<file path="config.mk">
export PLATFORM = sky130hd
export DESIGN_NAME = dot_acc_pipe
export DESIGN_NICKNAME = d
export VERILOG_FILES = /design/src/rtl/dot_pkg.sv /design/src/rtl/dot_mul_lanes.sv /design/src/rtl/dot_acc_pipe.sv
export SDC_FILE = /design/constraint.sdc
export NUM_CORES = 2
export LEC_CHECK = 0
export ABC_AREA = 0
export BUFFER_PORTS_ARGS = -buffer_cell sky130_fd_sc_hd__buf_2
export CAP_MARGIN = 20
export CORE_UTILIZATION = 60
export DETAILED_ROUTE_END_ITERATION = 10
export HOLD_SLACK_MARGIN = 0.05
export PLACE_DENSITY = 0.82
export SLEW_MARGIN = 40
export SYNTH_ARGS = -nofsm -noshare
export SYNTH_HDL_FRONTEND = slang
export SYNTH_SLANG_ARGS = --single-unit
export TNS_END_PERCENT = 100
</file>
<file path="constraint.sdc">
create_clock -name clk -period 11 [get_ports clk]
set_input_delay 2.75 -clock clk [delete_from_list [all_inputs] [get_ports clk]]
set_output_delay 2.75 -clock clk [all_outputs]
set_load 0.05 [all_outputs]
</file>
<file path="src/rtl/dot_pkg.sv">
// Shared constants for the dot-product accumulator pipeline.
//   LANES_DEF : default number of parallel data/weight lanes
//   DW_DEF    : default signed element width
//   AW_DEF    : default signed accumulator/result width
//   sum_width : width of the lane-sum tree. It is wide enough that the sum
//               of LANES full-precision products can never overflow.
package dot_pkg;

  localparam int LANES_DEF = 9;
  localparam int DW_DEF    = 8;
  localparam int AW_DEF    = 32;

  function automatic int sum_width(input int lanes, input int dw);
    return 2 * dw + $clog2(lanes);
  endfunction

endpackage

</file>
<file path="src/rtl/dot_mul_lanes.sv">
// Parallel signed multipliers, purely combinational.
//   data   : LANES packed signed elements, lane i at [i*DW +: DW]
//   weight : LANES packed signed elements, same packing
//   prod   : LANES packed full-precision signed products, lane i at [i*2*DW +: 2*DW]
module dot_mul_lanes
  import dot_pkg::*;
#(
  parameter int LANES = LANES_DEF,
  parameter int DW    = DW_DEF
) (
  input  logic [LANES*DW-1:0]   data,
  input  logic [LANES*DW-1:0]   weight,
  output logic [LANES*2*DW-1:0] prod
);

  localparam int PW = 2 * DW;

  for (genvar i = 0; i < LANES; i++) begin : g_lane
    logic signed [DW-1:0] d;
    logic signed [DW-1:0] w;
    logic signed [PW-1:0] p;

    assign d = data[i*DW +: DW];
    assign w = weight[i*DW +: DW];
    // Both operands are sign-extended to the product width, so the product is exact.
    assign p = PW'(d) * PW'(w);
    assign prod[i*PW +: PW] = p;
  end

endmodule

</file>
<file path="src/rtl/dot_acc_pipe.sv">
// Pipelined signed dot-product with a saturating group accumulator.
// The pipeline has three register stages:
//   S1 registers the lane products.
//   S2 registers the lane-sum tree output.
//   S3 does the accumulate and saturate step and loads the output.
// A single advance enable stalls every stage at once while a result waits
// for the downstream side.
//   clk, rst_n          : clock, asynchronous active-low reset
//   in_valid/in_ready   : input beat handshake
//   in_data/in_weight   : LANES packed signed elements of width DW
//   in_last             : final beat of an accumulation group
//   out_valid/out_ready : result handshake
//   out_sum             : saturated group dot-product
//   out_sat             : saturation occurred somewhere in the group
module dot_acc_pipe
  import dot_pkg::*;
#(
  parameter int LANES = LANES_DEF,
  parameter int DW    = DW_DEF,
  parameter int AW    = AW_DEF
) (
  input  logic                 clk,
  input  logic                 rst_n,
  input  logic                 in_valid,
  output logic                 in_ready,
  input  logic [LANES*DW-1:0]  in_data,
  input  logic [LANES*DW-1:0]  in_weight,
  input  logic                 in_last,
  output logic                 out_valid,
  input  logic                 out_ready,
  output logic signed [AW-1:0] out_sum,
  output logic                 out_sat
);

  localparam int PW  = 2 * DW;
  localparam int SW  = sum_width(LANES, DW);
  localparam int AW1 = AW + 1;

  function automatic logic sat_ovf(input logic signed [AW:0] v);
    return v[AW] != v[AW-1];
  endfunction

  function automatic logic signed [AW-1:0] sat_clamp(input logic signed [AW:0] v);
    if (!sat_ovf(v)) return v[AW-1:0];
    return v[AW] ? {1'b1, {(AW-1){1'b0}}} : {1'b0, {(AW-1){1'b1}}};
  endfunction

  logic en;
  logic accept;

  assign en       = !out_valid || out_ready;
  assign in_ready = en;
  assign accept   = in_valid && en;

  logic [LANES*PW-1:0] prod;

  dot_mul_lanes #(.LANES(LANES), .DW(DW)) u_mul (
    .data   (in_data),
    .weight (in_weight),
    .prod   (prod)
  );

  // ---- S1: registered lane products ----
  logic [LANES*PW-1:0] prod_p1;
  logic                vld_p1;
  logic                last_p1;

  always_ff @(posedge clk or negedge rst_n) begin
    if (!rst_n) begin
      vld_p1  <= 1'b0;
      last_p1 <= 1'b0;
    end else if (en) begin
      vld_p1  <= accept;
      last_p1 <= accept && in_last;
    end
  end

  always_ff @(posedge clk) begin
    if (accept) prod_p1 <= prod;
  end

  // ---- S2: registered lane sum ----
  logic signed [SW-1:0] sum;
  logic signed [SW-1:0] sum_p2;
  logic                 vld_p2;
  logic                 last_p2;

  always_comb begin
    sum = '0;
    for (int i = 0; i < LANES; i++) begin
      sum = sum + SW'($signed(prod_p1[i*PW +: PW]));
    end
  end

  always_ff @(posedge clk or negedge rst_n) begin
    if (!rst_n) begin
      vld_p2  <= 1'b0;
      last_p2 <= 1'b0;
    end else if (en) begin
      vld_p2  <= vld_p1;
      last_p2 <= last_p1;
    end
  end

  always_ff @(posedge clk) begin
    if (en && vld_p1) sum_p2 <= sum;
  end

  // ---- S3: saturating accumulate and result load ----
  // The accumulator is zeroed by reset and at every group end. A group's
  // first beat therefore always adds to 0 without a separate first flag.
  logic signed [AW-1:0] acc;
  logic                 sticky;
  logic signed [AW:0]   tot;
  logic                 ovf;
  logic signed [AW-1:0] res;

  always_comb begin
    tot = AW1'(acc) + AW1'(sum_p2);
    ovf = sat_ovf(tot);
    res = sat_clamp(tot);
  end

  always_ff @(posedge clk or negedge rst_n) begin
    if (!rst_n) begin
      acc       <= '0;
      sticky    <= 1'b0;
      out_valid <= 1'b0;
      out_sum   <= '0;
      out_sat   <= 1'b0;
    end else if (en) begin
      // When en is high, any held result is being handed off this cycle.
      out_valid <= vld_p2 && last_p2;
      if (vld_p2) begin
        if (last_p2) begin
          out_sum <= res;
          out_sat <= sticky || ovf;
          acc     <= '0;
          sticky  <= 1'b0;
        end else begin
          acc     <= res;
          sticky  <= sticky || ovf;
        end
      end
    end
  end

endmodule

</file>
# Word-level counts from Yosys, hierarchy flattened
# Cells that the tools add are included.
[word_totals] ff_bits=235 inputBits=149 elab_cells=43
[classes] add_sub_neg=9 n_mul=9 n_eq_ne=1 muxes=4 reduce_logical=9
[ops] operator="8-bit by 8-bit multiplier with 16-bit output" count=9
[ops] operator="32-bit two-way mux" count=3
[ops] operator="20-bit by 16-bit adder with 20-bit output" count=4
[ops] operator="32-bit by 20-bit adder with 33-bit output" count=1
[ops] operator="19-bit by 16-bit adder with 20-bit output" count=1
[ops] operator="18-bit by 16-bit adder with 19-bit output" count=1
[ops] operator="17-bit by 16-bit adder with 18-bit output" count=1
[ops] operator="16-bit by 16-bit adder with 17-bit output" count=1
[ops] operator="1-bit logical AND" count=4
[ops] operator="3-bit AND reduction" count=1
[ops] operator="1-bit logical OR" count=2
[ops] operator="2-bit AND reduction" count=1
[ops] operator="1-bit zero test" count=1
[ops] operator="1-bit two-way mux" count=1
[ops] operator="1-bit inequality test" count=1

# Logic depth before layout (Yosys ltp)
[logic_depth] ltp_word=8 depth_mapped=19 mapped_depth_nobuf=19

# By module
# Synthesis repeated with hierarchy kept, for this count alone.
[hier_totals] cells_unflattened=3598 hier_area_um2=35616.7
[by_module_without_submodules] mod="dot_mul_lanes" n_inst=1 cells_each=2529 area_per_inst_um2=22412.7
[by_module_without_submodules] mod="dot_acc_pipe" n_inst=1 cells_each=1069 area_per_inst_um2=13203.9

# Least setup slack after synthesis
# No wires, ideal clock.
[synth_path] path_kind="input-to-reg" startpoint="input out_ready" endpoint="register prod_p1[0], enable pin" arrival_time_ps=6915 path_slack_ps=3565 cell_stages=3 path_cell_list="nand2b_1 > clkbuf_1 > and2_1"
[synth_via] elab_chain_len=2
[synth_lines] element="start: declaration" line="dot_acc_pipe.sv:30" source="input logic out_ready,"
[synth_lines] element="1-bit logical OR" line="dot_acc_pipe.sv:51" source="assign en = !out_valid || out_ready;"
[synth_lines] element="net in_ready" line="dot_acc_pipe.sv:25" source="output logic in_ready,"
[synth_lines] element="1-bit logical AND" line="dot_acc_pipe.sv:53" source="assign accept = in_valid && en;"
[synth_lines] element="net accept" line="dot_acc_pipe.sv:49" source="logic accept;"
[synth_lines] element="end signal: assignment" line="dot_acc_pipe.sv:79" source="if (accept) prod_p1 <= prod;"
[synth_lines] element="end: declaration" line="dot_acc_pipe.sv:64" source="logic [LANES*PW-1:0] prod_p1;"
# The timed path passes the listed nets, and every way through them passes these cells.
# A chain may end at the register's enable or synchronous reset.

# Worst setup path after layout
[layout_path] startpoint="input in_data[3]" endpoint="register prod_p1[14], data pin"
[layout_via] elab_chain_len=1
[layout_lines] element="start: declaration" line="dot_acc_pipe.sv:26" source="input logic [LANES*DW-1:0] in_data,"
[layout_lines] element="8-bit by 8-bit multiplier with 16-bit output" line="dot_mul_lanes.sv:26" source="assign p = PW'(d) * PW'(w);"
[layout_lines] element="net prod[14]" line="dot_acc_pipe.sv:55" source="logic [LANES*PW-1:0] prod;"
# The timed path passes the listed nets, and every way through them passes these cells.

==> results.tsv <==
metric	value	unit
core area	57920	µm²
Clock Path Buffers	3	
via count	24174	
Detail Placement HPWL	63120	µm
Area after DPL	37040	µm²
Final Core Density	0.6535	
status	finished, final reports clean	
Post-CTS Resized	0	
Final nets	4789	
GRT Total Usage	0.2629	
GRT Residual Overflow	0	
FF+latch count, synth	235	
wire per inst	16.53	µm
Min-Delay Path Class	reg -> reg	
Setup TNS	0	ns
Yosys top cell area share	0.3470	
width of the die	244.4	µm
crit start category	primary input	
global-route wire length before repair	126300	µm
Fillers	4589	
Final min period	6.833	ns
critical path arrival	7.19	ns
Post-Syn Area	35250	µm²
clock root buffer	clkbuf_16	
clk sinks	235	
# rows	88	
CP max FO	8	
Hold Slack	0.4778	ns
pin count of the biggest net entering global routing	74	
fraction of layout cells with a size suffix above 1	0.07258	
area leader, netlist	fa_1	
Fin. Hold Viols	0	
Slew Limit Fails	0	
post-synthesis sequential area ratio	0.1901	
vias in the first global route	25314	
Pre-Repair DR Iteration Count	5	
highest clock rate	0.1463	GHz
CTS tree	yes	
Starting Density	0.6087	
YS warnings	0	
Die Height	244.4	µm
DRC viols	0	
top cells by area in the synthesized netlist	fa_1 35%, edfxtp_1 14%, ha_1 11%, inv_1 9.4%, and2_1 6.9%	
top-count cell post-synth	inv_1	
Async SR Flop Fraction	0.3021	
maxcap violations	0	
H-tree levels	1	
FF/Latch Area	6701	µm²
post-CTS setup buffers	0	
IO buf count	183	
post-synth cell types	70	
initial antenna violation count	6	
clock transition at the registers of the reported paths	0.06	ns
DRT iter0 DRCs	1273	
critical path class	in -> reg	
# hold bufs at CTS	0	
Die ar.	59730	µm²
Routed WL	74450	µm
gp weighted congestion	0.8964	
most common flop cell mapped by yosys	edfxtp_1	
worst clock skew	0.02293	ns
Slew headroom	0.4730	
Worst-Margin Slew	0.7857	ns
multi-input combinational cell area	25120	µm²
insertion delay to the later sink of the worst-skew pair	0.55	ns
Final Instance Area	37850	µm²
Synth-to-Final Area Change	7.350	%
CP endpoint kind	register	
final period utilization	0.6212	
CP Data Required Time	11.35	ns
# setup viols final	0	
I/O Pins	184	
Commonest cells post-synth	879 x inv_1, 611 x fa_1, 387 x and2_1	
Post-synth EDFFs	164	
Syn Area/Cell	9.981	µm²
RSZ-0062 raised after global routing	false	
Avg Vias per Cell	5.366	
Net Count, Synth	4605	
Num CTS Buffers	25	
antenna-violating nets left	0	
cells after synthesis	3532	
==> cells by family (layout without fill, tap and decap cells) <==
logic type	after synthesis	after routing	share of synthesized area
muxes	9	9	0.002662
other	0	6	0
AOI/OAI and AO/OA	383	383	0.07471
adders and majority gates	924	924	0.4580
xor gates and xnor gates	177	177	0.04397
DFF	235	235	0.1901
buffers and inverters	909	1111	0.09792
and+or+nand+nor	895	895	0.1326
==> final timing paths <==
check                      cells past startpoint  slack [ns]                       to                    start
min reg2reg                                    2        0.48  out_sum[31]$_DFFE_PN0P_  out_sum[31]$_DFFE_PN0P_
max reg2reg                                   15        6.05     sum_p2[18]$_DFFE_PP_   prod_p1[116]$_DFFE_PP_
min in group asynchronous                      2        2.28   out_sum[2]$_DFFE_PN0P_                    rst_n
max in group asynchronous                      2        8.26  out_sum[30]$_DFFE_PN0P_                    rst_n
max                                           17        4.17    prod_p1[14]$_DFFE_PP_               in_data[3]
min                                            2        0.48  out_sum[31]$_DFFE_PN0P_  out_sum[31]$_DFFE_PN0P_
==> through the flow <==
stage | worst slack [ns] | cells
floorplan | 3.565 | 3532
global placement | 3.630 | 4453
detailed placement | 3.615 | 4454
CTS | 4.200 | 4499
global route | 3.782 | 4505
finish | 4.167 | 4505
==> worst max-delay path, stage by stage <==
cell      delay, ns
buf_2          0.15
and2_1         0.18
fa_1           0.42
inv_1          0.08
fa_1           0.45
fa_1           0.51
fa_1           0.49
inv_1          0.04
ha_1           0.31
nor2b_1        0.15
o21ai_0        0.19
a21boi_0       0.15
o21ai_0        0.26
a21oi_1        0.14
o21ai_0        0.20
or4b_2         0.59
o311ai_0       0.12
==> cell type report <==
type                    count  area share
multi-input cells        2388      0.6636
flip-flops and latches    235      0.1771
inverters                 879     0.08718
repair buffers            187     0.02552
well taps                 765     0.02529
clock buffers              27     0.01699
clock inverters            18    0.003901
diodes                      6   0.0003967
==> sequential cells by signal, indices dropped and copies added (netlist names) <==
name and flops:
acc 32, last_p1 1, last_p2 1, out_sat 1, out_sum 32, out_valid 1, prod_p1 144, sticky 1
sum_p2 20, vld_p1 1, vld_p2 1
==> metal layers <==
layer,global-route usage,part of all wire,vias up
met1,0.3467,0.42,12181
met2,0.4673,0.52,576
li1,-,-,11292
met4,0.06710,0.030,0
met3,0.02272,0.039,125
met5,0,0,-
==> cell usage in the layout (no fill, tap or decap), drive strengths merged, types with 6 or more instances in the layout <==
| master | Yosys | final |
|---|---|---|
| o21a | 17 | 17 |
| o21bai | 13 | 13 |
| o221a | 18 | 18 |
| o211ai | 13 | 13 |
| a211oi | 10 | 10 |
| and2 | 387 | 387 |
| a41oi | 7 | 7 |
| buf | 16 | 187 |
| nand4 | 6 | 6 |
| mux2i | 6 | 6 |
| nor2b | 27 | 27 |
| or2 | 13 | 13 |
| edfxtp | 164 | 164 |
| clkbuf | 14 | 27 |
| nor2 | 117 | 117 |
| nand2 | 231 | 231 |
| a221o | 10 | 10 |
| nor3 | 28 | 28 |
| ha | 313 | 313 |
| a21o | 29 | 29 |
| a21boi | 14 | 14 |
| nand3 | 28 | 28 |
| fa | 611 | 611 |
| dfrtp | 71 | 71 |
| o22a | 18 | 18 |
| a31oi | 11 | 11 |
| diode | 0 | 6 |
| o21ai | 88 | 88 |
| xor2 | 25 | 25 |
| a21oi | 98 | 98 |
| xnor2 | 152 | 152 |
| o311ai | 6 | 6 |
| nand2b | 40 | 40 |
| clkinv | 0 | 8 |
| inv | 879 | 887 |
Power is left out: the tool's default activity adds up to more than one toggle a clock period on the data nets, which glitch-free logic cannot reach.
